$ cat config.mk
export PLATFORM = sky130hd
export DESIGN_NAME = user_event_queue
export DESIGN_NICKNAME = d
export VERILOG_FILES = /design/src/rtl/user_event_queue.sv
export SDC_FILE = /design/constraint.sdc
export NUM_CORES = 1
export LEC_CHECK = 0
export BUFFER_PORTS_ARGS = -buffer_cell sky130_fd_sc_hd__buf_2
export CAP_MARGIN = 20
export CORE_ASPECT_RATIO = 0.8
export CORE_MARGIN = 1.5
export CORE_UTILIZATION = 35
export DETAILED_ROUTE_END_ITERATION = 7
export GPL_TIMING_DRIVEN = 0
export HOLD_SLACK_MARGIN = 0.1
export PLACE_DENSITY = 0.45
export SLEW_MARGIN = 15
export SYNTH_ARGS = -nofsm -noshare
export SYNTH_HDL_FRONTEND = slang
export SYNTH_SLANG_ARGS = --single-unit
$ cat constraint.sdc
create_clock -name clk_i -period 14.8 [get_ports clk_i]
set_clock_uncertainty 0.1 [all_clocks]
set_input_delay 2.96 -clock clk_i [delete_from_list [all_inputs] [get_ports clk_i]]
set_output_delay 2.96 -clock clk_i [all_outputs]
set_load 0.02 [all_outputs]
$ cat src/rtl/user_event_queue.sv
// Button front end and event queue. It synchronizes and debounces five buttons, turns presses and auto-repeats into pending flags,
// and drains those flags by priority into a first-word-fall-through queue. Press to ready latency on an empty queue is DEBOUNCE_CYCLES+4.
module user_event_queue #(
  parameter int DEBOUNCE_CYCLES = 50000,
  parameter int REPEAT_START    = 12500000,
  parameter int REPEAT_PERIOD   = 2500000,
  parameter int FIFO_DEPTH      = 4
) (
  input  logic       clk_i,
  input  logic       rst_i,
  input  logic [4:0] btn_i,
  output logic [2:0] user_event_o,
  output logic       user_event_ready_o,
  input  logic       user_event_rd_req_i,
  output logic       overflow_o
);

  localparam logic [2:0] EV_LEFT     = 3'd1;
  localparam logic [2:0] EV_RIGHT    = 3'd2;
  localparam logic [2:0] EV_DOWN     = 3'd3;
  localparam logic [2:0] EV_ROTATE   = 3'd4;
  localparam logic [2:0] EV_NEW_GAME = 3'd5;

  localparam int DB_W    = $clog2(DEBOUNCE_CYCLES + 1);
  localparam int RPT_MAX = (REPEAT_START > REPEAT_PERIOD) ? REPEAT_START : REPEAT_PERIOD;
  localparam int RPT_W   = $clog2(RPT_MAX + 1);
  localparam int PTR_W   = $clog2(FIFO_DEPTH);
  localparam int CNT_W   = PTR_W + 1;

  localparam logic [DB_W-1:0]  DB_LAST = DB_W'(DEBOUNCE_CYCLES - 1);
  localparam logic [RPT_W-1:0] RS_LAST = RPT_W'(REPEAT_START);
  localparam logic [RPT_W-1:0] RP_LAST = RPT_W'(REPEAT_PERIOD);
  localparam logic [CNT_W-1:0] FULL_CNT = CNT_W'(FIFO_DEPTH);

  logic [4:0]       sync_p0, sync_p1;
  logic [4:0]       level_p2, level_d_p3, pending_p3;
  logic [DB_W-1:0]  db_cnt [5];
  logic [RPT_W-1:0] rep_cnt [3];
  logic [2:0]       rep_phase, rep_fire;
  logic [4:0]       press, sel_mask;
  logic             sel_vld;
  logic [2:0]       sel_code;
  logic [2:0]       mem [FIFO_DEPTH];
  logic [PTR_W-1:0] wr_ptr, rd_ptr;
  logic [CNT_W-1:0] count, count_nxt;
  logic             full, pop, push;

  // Stage p0/p1: two-flop synchronizer
  always_ff @(posedge clk_i or posedge rst_i) begin
    if (rst_i) begin
      sync_p0 <= '0;
      sync_p1 <= '0;
    end else begin
      sync_p0 <= btn_i;
      sync_p1 <= sync_p0;
    end
  end

  // Stage p2: debounced level, any disagreement gap restarts the count
  always_ff @(posedge clk_i or posedge rst_i) begin
    if (rst_i) begin
      level_p2   <= '0;
      level_d_p3 <= '0;
      for (int i = 0; i < 5; i++) db_cnt[i] <= '0;
    end else begin
      level_d_p3 <= level_p2;
      for (int i = 0; i < 5; i++) begin
        if (sync_p1[i] == level_p2[i]) begin
          db_cnt[i] <= '0;
        end else if (db_cnt[i] == DB_LAST) begin
          db_cnt[i]   <= '0;
          level_p2[i] <= sync_p1[i];
        end else begin
          db_cnt[i] <= db_cnt[i] + 1'b1;
        end
      end
    end
  end

  // Auto-repeat for left/right/down: first shot after REPEAT_START, then each REPEAT_PERIOD
  always_comb begin
    rep_fire = '0;
    for (int i = 0; i < 3; i++)
      rep_fire[i] = level_p2[i] && (rep_phase[i] ? (rep_cnt[i] == RP_LAST) : (rep_cnt[i] == RS_LAST));
  end

  always_ff @(posedge clk_i or posedge rst_i) begin
    if (rst_i) begin
      rep_phase <= '0;
      for (int i = 0; i < 3; i++) rep_cnt[i] <= '0;
    end else begin
      for (int i = 0; i < 3; i++) begin
        if (!level_p2[i]) begin
          rep_cnt[i]   <= '0;
          rep_phase[i] <= 1'b0;
        end else if (rep_fire[i]) begin
          rep_cnt[i]   <= RPT_W'(1);
          rep_phase[i] <= 1'b1;
        end else begin
          rep_cnt[i] <= rep_cnt[i] + 1'b1;
        end
      end
    end
  end

  assign press = level_p2 & ~level_d_p3;

  // Stage p3: pending flags, one drained per cycle by fixed priority
  always_comb begin
    sel_vld  = 1'b1;
    sel_code = 3'd0;
    sel_mask = 5'b00000;
    if (pending_p3[4]) begin
      sel_code = EV_NEW_GAME; sel_mask = 5'b10000;
    end else if (pending_p3[3]) begin
      sel_code = EV_ROTATE;   sel_mask = 5'b01000;
    end else if (pending_p3[2]) begin
      sel_code = EV_DOWN;     sel_mask = 5'b00100;
    end else if (pending_p3[0]) begin
      sel_code = EV_LEFT;     sel_mask = 5'b00001;
    end else if (pending_p3[1]) begin
      sel_code = EV_RIGHT;    sel_mask = 5'b00010;
    end else begin
      sel_vld = 1'b0;
    end
  end

  always_ff @(posedge clk_i or posedge rst_i) begin
    if (rst_i) pending_p3 <= '0;
    else       pending_p3 <= (pending_p3 & ~sel_mask) | press | {2'b00, rep_fire};
  end

  // Stage p4: FWFT queue; a pop frees the slot for a same-cycle write
  assign full = (count == FULL_CNT);
  assign pop  = user_event_rd_req_i & user_event_ready_o;
  assign push = sel_vld & (~full | pop);

  always_comb begin
    count_nxt = count;
    if (push && !pop)      count_nxt = count + 1'b1;
    else if (pop && !push) count_nxt = count - 1'b1;
  end

  always_ff @(posedge clk_i or posedge rst_i) begin
    if (rst_i) begin
      wr_ptr             <= '0;
      rd_ptr             <= '0;
      count              <= '0;
      user_event_ready_o <= 1'b0;
      overflow_o         <= 1'b0;
    end else begin
      if (push) wr_ptr <= wr_ptr + 1'b1;
      if (pop)  rd_ptr <= rd_ptr + 1'b1;
      count              <= count_nxt;
      user_event_ready_o <= (count_nxt != '0);
      overflow_o         <= sel_vld & full & ~pop;
    end
  end

  always_ff @(posedge clk_i) begin
    if (push) mem[wr_ptr] <= sel_code;
  end

  assign user_event_o = user_event_ready_o ? mem[rd_ptr] : 3'd0;

endmodule

==> results of run 1 <==
-- sequential cells by signal, indices dropped and copies added (netlist names) --
| name | cells |
|---|---|
| sync_p0 | 5 |
| user_event_ready_o | 1 |
| rd_ptr | 2 |
| level_d_p3 | 5 |
| rep_phase | 3 |
| wr_ptr | 2 |
| count | 3 |
| mem | 12 |
| pending_p3 | 5 |
| sync_p1 | 5 |
| rep_cnt | 72 |
| db_cnt | 80 |
| overflow_o | 1 |
| level_p2 | 5 |
-- power breakdown --
group	internal, mW	total, mW	switching (mW)	leakage, nW
clock network	0.336	0.563	0.227	0.367
registers	0.567	0.579	0.0125	2.73
logic	0.0243	0.0613	0.0370	1.20
total	0.926	1.20	0.276	4.30
-- layout by cell type, fill, tap and decap left out, types with 3 or more instances in the layout --
cell	n
dfrtp_1	189
nor2_1	121
xnor2_1	59
nand3_1	57
xor2_1	47
nand4_1	45
a21oi_1	43
nand2_1	41
inv_1	31
clkbuf_1	28
and3_1	27
o31ai_1	25
clkbuf_16	25
or3_1	24
nor3_1	24
or4_1	24
o21ai_0	22
ha_1	18
nor4bb_1	16
buf_2	15
edfxtp_1	12
nor4_1	11
and4_1	11
and2_1	10
nor4b_1	8
mux2_2	6
o21a_1	5
clkinv_1	4
mux4_2	3
clkinv_2	3
-- per-stage QoR --
stage,setup WS (ns),total power [mW],instance area (sq um),util (%)
CTS,9.71,1.23,11000,40.3
floorplan,6.60,0.633,9710,-
global placement,3.93,0.650,10200,37.5
global route,9.64,1.26,11000,40.3
detailed placement,10.26,0.652,10300,37.6
finish,9.76,1.20,11000,40.3
-- worst min-delay path by stage --
stage	start	to	slack (ns)	cells after the start
5_1_grt	sync_p0[3]	sync_p1[3]	0.26	0
6_report	sync_p0[1]	sync_p1[1]	0.25	0
4_1_cts	sync_p0[1]	sync_p1[1]	0.25	0
3_5_place_dp	sync_p0[1]	sync_p1[1]	0.23	0
2_1_floorplan	sync_p0[0]	sync_p1[0]	0.23	0
3_3_place_gp	sync_p0[0]	sync_p1[0]	0.23	0
-- cells in the mapped netlist, types with 3 or more instances --
| master | instances |
|---|---|
| ha_1 | 18 |
| o21ai_0 | 22 |
| nor4b_1 | 8 |
| dfrtp_1 | 189 |
| mux4_2 | 3 |
| mux2_2 | 6 |
| buf_2 | 3 |
| nor4_1 | 11 |
| nor3_1 | 24 |
| or3_1 | 24 |
| a21oi_1 | 43 |
| and3_1 | 27 |
| o21a_1 | 5 |
| nand3_1 | 57 |
| and4_1 | 11 |
| or4_1 | 24 |
| nor2_1 | 121 |
| and2_1 | 10 |
| clkbuf_1 | 21 |
| nand2_1 | 41 |
| inv_1 | 32 |
| nor4bb_1 | 16 |
| nand4_1 | 45 |
| xor2_1 | 47 |
| xnor2_1 | 59 |
| o31ai_1 | 25 |
| edfxtp_1 | 12 |
-- routing by layer --
metal / global-route usage [%] / vias to the layer above
met5: 0 / -
met4: 3.55 / 0
met3: 2.19 / 32
met2: 19.5 / 87
met1: 23.4 / 3377
li1: - / 3484
-- cells by family (layout without fill, tap and decap cells) --
group	count (synthesis)	in the layout	synth area share, %
muxes	9	9	1.39
and+or+nand+nor	434	434	24.7
buffers and inverters	57	113	2.32
AOI/OAI and AO/OA	113	113	7.24
xor gates and xnor gates	106	106	9.56
adders and majority gates	18	18	2.32
DFF	201	201	52.4
-- critical path, stage by stage (launching register included) --
cell,delay (ns)
dfrtp_1,0.31
clkbuf_1,0.30
mux4_2,0.54
and2_1,0.17
buf_2,0.15
-- area by class of cell --
cell class,count,area share (%)
Sequential cell,201,46.2
Clock inverter,9,0.625
Buffer,25,0.955
Clock buffer,34,6.17
Multi-Input combinational cell,680,39.9
Timing Repair Buffer,13,0.796
Inverter,32,1.16
Tap cell,364,4.14
==> results.cfg, run 1 <==
[logic_synthesis]
synth_ff_type = dfrtp_1
synth_fp_nets = 964
synth.area.top_cells = dfrtp_1, xnor2_1, nor2_1, xor2_1, edfxtp_1
synth_top_area_share_pct = 48.7
syn_area_sq_um = 9710
syn_inst = 938
synth_edf_count = 12
synthArstFlopShare_pct = 94.0
ys_types = 52
ys_seq_area_share_pct = 52.4
ys_ff_latch = 201
yosys_warnings = 0
synth_top_cell_by_area = dfrtp_1
syn_avg_cell_area_sq_um = 10.4

[final_layout]
drive_above_1_share_pct = 6.74
seqCellArea_sq_um = 5090
diodes = 0
nets = 1003
fillers = 2764
syn2layout_area_growth_pct = 13.4
final_cells = 1358
multiInputGateArea_sq_um = 4390

[route]
highest_layer = met4
wl_met1_um = 10900
first_iter_violations = 343
avgRoutedWirePerCell_um = 14.5
num_vias = 6980
wl_met2_um = 7810
met3RoutedLength_um = 567
via_per_inst = 5.14
drc = 0
wl_um = 19700
ant_nets = 0
firstDrtPassIters = 4

[power]
pwr_density_cell_nw_per_um2 = 109
power_leakage_nw = 4.30
vdd_drop_max_mv = 0.0717

[clock_network]
cts_tree = built
cts_resized = 0
cts_buffers = 24
path_clk_slew_ns = 0.05
post_cts_buffers = 0
clockRootBuffer = clkbuf_16
insertion_delay_ns = 0.51
clkSinkCount = 201
cts_hold_buf = 0
cts_max_level = 1
cts_buffer_depth = 3

[timing]
min_period_over_period_pct = 34.0
final-hold-violation-count = 0
period_needed_ns = 5.04
setup-tns-final_ns = 0
clock.fmax_ghz = 0.199
worst_slew_pin_slew_ns = 0.796
relSlewSlack_pct = 46.5
maxSlewViolCount = 0
setup_viol = 0
grt_setup_unrepaired = false
hold_slack_ns = 0.246

[die]
chipHeight_um = 152
die_w_um = 189
num_rows = 54
initial_core_util_pct = 35.6
core_area_sq_um = 27300
die-area_sq_um = 28800
pin_count = 13

[worst_hold_path]
min_path_type = flip-flop to flip-flop

[critical_path]
crit_fanout = 5
required_ns = 11.74
critPathKind = flip-flop to output port
r2r_cells = 7
r2r-start = rep_cnt[0]
r2r_end = rep_cnt[20]
reg2reg_slack_ns = 12.07
end_kind = output port
crit_path_end = user_event_o[1]
setup.worst_path.start = rd_ptr[0]
cp-start-kind = flip-flop
cp.arrival_ns = 1.98

[placed_design]
dp.cells = 1315
hpwl_um = 13000
io_buffers = 12
place.gp.congestion = 0.731

[flow_run]
max-cap-violations = 0

[global_route]
grt_pass1_wl_um = 34700
grt_start_max_net_pins = 99
grt_pass1_vias = 6704
grt.overflow.total = 0
antenna_found_initial = 0
track_usage_pct = 14.4

[status]
outcome = finished clean
Power figures use the tool's default switching activity.
==> run 2: changes to the inputs <==
Settings changed: ABC_AREA set to 1.
Clock period 14.8 ns to 5.2 ns, I/O delays scaled along.
==> run 2 against run 1 <==
Against the previous run: worst setup slack got worse by 7.4 ns; global-route usage increased by 1.1 points; clock power increased to 2.8 times the previous value; wire length increased by 16%; sequential share of layout area decreased by 3.6 points; non-clock buffer count decreased by 7; sequential power increased to 2.8 times the previous value; die area increased by 8.2%; critical path depth increased by 1; via count increased by 18%; synthesized cell count increased by 44%; register-to-register slack got worse by 8.8 ns; largest power group unchanged.
==> results.cfg, run 2 <==
[global_route]
grt_pass1_vias = 7798
grt_pass1_wl_um = 39300
track_usage_pct = 15.5
grt.overflow.total = 0
grt_start_max_net_pins = 34
antenna_found_initial = 0

[placed_design]
hpwl_um = 16700
io_buffers = 12
postPlaceCellArea_sq_um = 11200
place.gp.congestion = 0.833
dp.cells = 1746
dp_slack_ns = 2.86

[power]
pwr_density_cell_nw_per_um2 = 292
share_seq_of_total_power_pct = 47.0
vdd_drop_max_mv = 0.192
pwr-share-comb_pct = 7.4
power.total_mw = 3.48
switchingPower_mw = 0.839
intPower_mw = 2.65
p_clk_share_pct = 45.5
switching_share_pct = 24.1
power_leakage_nw = 5.21

[timing]
worst_slew_pin_slew_ns = 0.497
final-hold-violation-count = 0
setup_slack_ns = 2.33
hold_slack_ns = 0.247
relSlewSlack_pct = 66.8
setup_viol = 0
grt_setup_unrepaired = false
setup-tns-final_ns = 0
clock.fmax_ghz = 0.348
period_needed_ns = 2.87
maxSlewViolCount = 0
min_period_over_period_pct = 55.2

[flow_run]
max-cap-violations = 0

[route]
firstDrtPassIters = 7
ant_nets = 0
avgRoutedWirePerCell_um = 12.8
via_per_inst = 4.59
wl_um = 23000
drc = 0
num_vias = 8212
first_iter_violations = 423

[critical_path]
required_ns = 4.06
r2r-start = rep_cnt[24]
setup.worst_path.start = rd_ptr[0]
cp-start-kind = flip-flop
r2r_cells = 12
crit_path_end = user_event_o[2]
r2r_end = rep_cnt[42]
cp.arrival_ns = 1.73
end_kind = output port
crit_fanout = 8
critPathKind = flip-flop to output port
reg2reg_slack_ns = 3.27

[die]
num_rows = 56
die-area_sq_um = 31100
core_area_sq_um = 29400
initial_core_util_pct = 35.7
chipHeight_um = 158
die_w_um = 197
pin_count = 13

[clock_network]
cts_max_level = 1
cts_buffers = 24
post_cts_buffers = 0
clkSinkCount = 201
cts_buffer_depth = 3
insertion_delay_ns = 0.52
cts_resized = 0
path_clk_slew_ns = 0.05
cts_hold_buf = 0
clockRootBuffer = clkbuf_16
cts_tree = built

[logic_synthesis]
synth.area.top_cells = dfrtp_1, nor2_1, nand2_1, inv_1, xor2_1
syn_inst = 1350
synth_top_cell_by_area = dfrtp_1
syn_avg_cell_area_sq_um = 7.79
yosys_warnings = 0
synth_fp_nets = 1376
ys_types = 38
yosys-top-cells-count = nor2_1, nand2_1, dfrtp_1, inv_1, nand3_1
synth_edf_count = 12
synthArstFlopShare_pct = 94.0
synth_ff_type = dfrtp_1
ys_ff_latch = 201
ys_seq_area_share_pct = 48.4
syn_area_sq_um = 10500
synth_top_area_share_pct = 45.0
synth_most_common_cell = nor2_1

[worst_hold_path]
min_path_type = flip-flop to flip-flop

[final_layout]
largest_reg_flops = 80
diodes = 0
utilization_pct = 40.6
mostFrequentLayoutCells = nor2_1, nand2_1, dfrtp_1, inv_1, nand3_1
largest-register = db_cnt
drive_above_1_share_pct = 7.44
final_cells = 1788
final_cell_area_sq_um = 11900
fillers = 3057
reg.largest.list = db_cnt (80), rep_cnt (72), mem (12)
syn2layout_area_growth_pct = 13.6
nets = 1421
final_common_cell = nor2_1

[status]
outcome = finished clean
-- run 2: cell types whose count changed in the layout (fill, tap and decap cells not counted), sizes merged, moves of 25 or more --
cell   before  now
xnor2      59   17
nand3      59   84
nor2      121  322
o31ai      26    0
inv        33  175
nand2      41  294
-- run 2: metal layers --
metal  up-vias  routed length, um  global-route usage (%)
li1       4322                  -                       -
met1      3765              12700                    23.8
met2        94               9040                    22.3
met3        31                745                    2.73
met4         0                444                    3.38
met5         -                  0                       0
-- run 2: cells by family (layout without fill, tap and decap cells) --
kind of cell	count (synthesis)	after routing	share of synthesized area, %
flops	201	201	48.4
fa+ha+maj	18	18	2.14
compound gates	78	78	4.00
simple gates	794	794	32.6
buf+inv	190	251	7.08
xor+xnor	69	69	5.75
-- run 2: how the worst min path moves through the flow --
stage                     startpoint          to  slack, ns  depth (start not counted)
after floorplan           sync_p0[0]  sync_p1[0]       0.23                          0
after global placement    sync_p0[1]  sync_p1[1]       0.23                          0
after detailed placement  sync_p0[2]  sync_p1[2]       0.24                          0
after CTS                 sync_p0[1]  sync_p1[1]       0.25                          0
after global routing      sync_p0[1]  sync_p1[1]       0.26                          0
final                     sync_p0[1]  sync_p1[1]       0.25                          0
-- run 2: power groups by stage --
stage	Combinational, mW	Clock, mW	Sequential (mW)
CTS	0.264	1.66	1.64
floorplan	0.185	0	1.66
detailed placement	0.264	0	1.67
finish	0.258	1.59	1.64
global placement	0.247	0	1.67
global route	0.301	1.72	1.64
-- run 2: area by class of cell --
type / count / area, sq um / share of cell area, %
repair buffers: 19 / 215 / 1.80
clock buffers: 37 / 721 / 6.03
multi-input cells: 959 / 4680 / 39.2
plain buffers: 12 / 76.3 / 0.639
inverters: 178 / 672 / 5.62
flip-flops and latches: 201 / 5090 / 42.6
well taps: 377 / 472 / 3.95
clock inverters: 5 / 22.5 / 0.188
-- run 2: worst max-delay path, stage by stage, from the launching register on --
cell	delay, ns
dfrtp_1	0.32
clkbuf_1	0.26
inv_1	0.17
o21ai_0	0.22
a21oi_1	0.09
buf_2	0.16
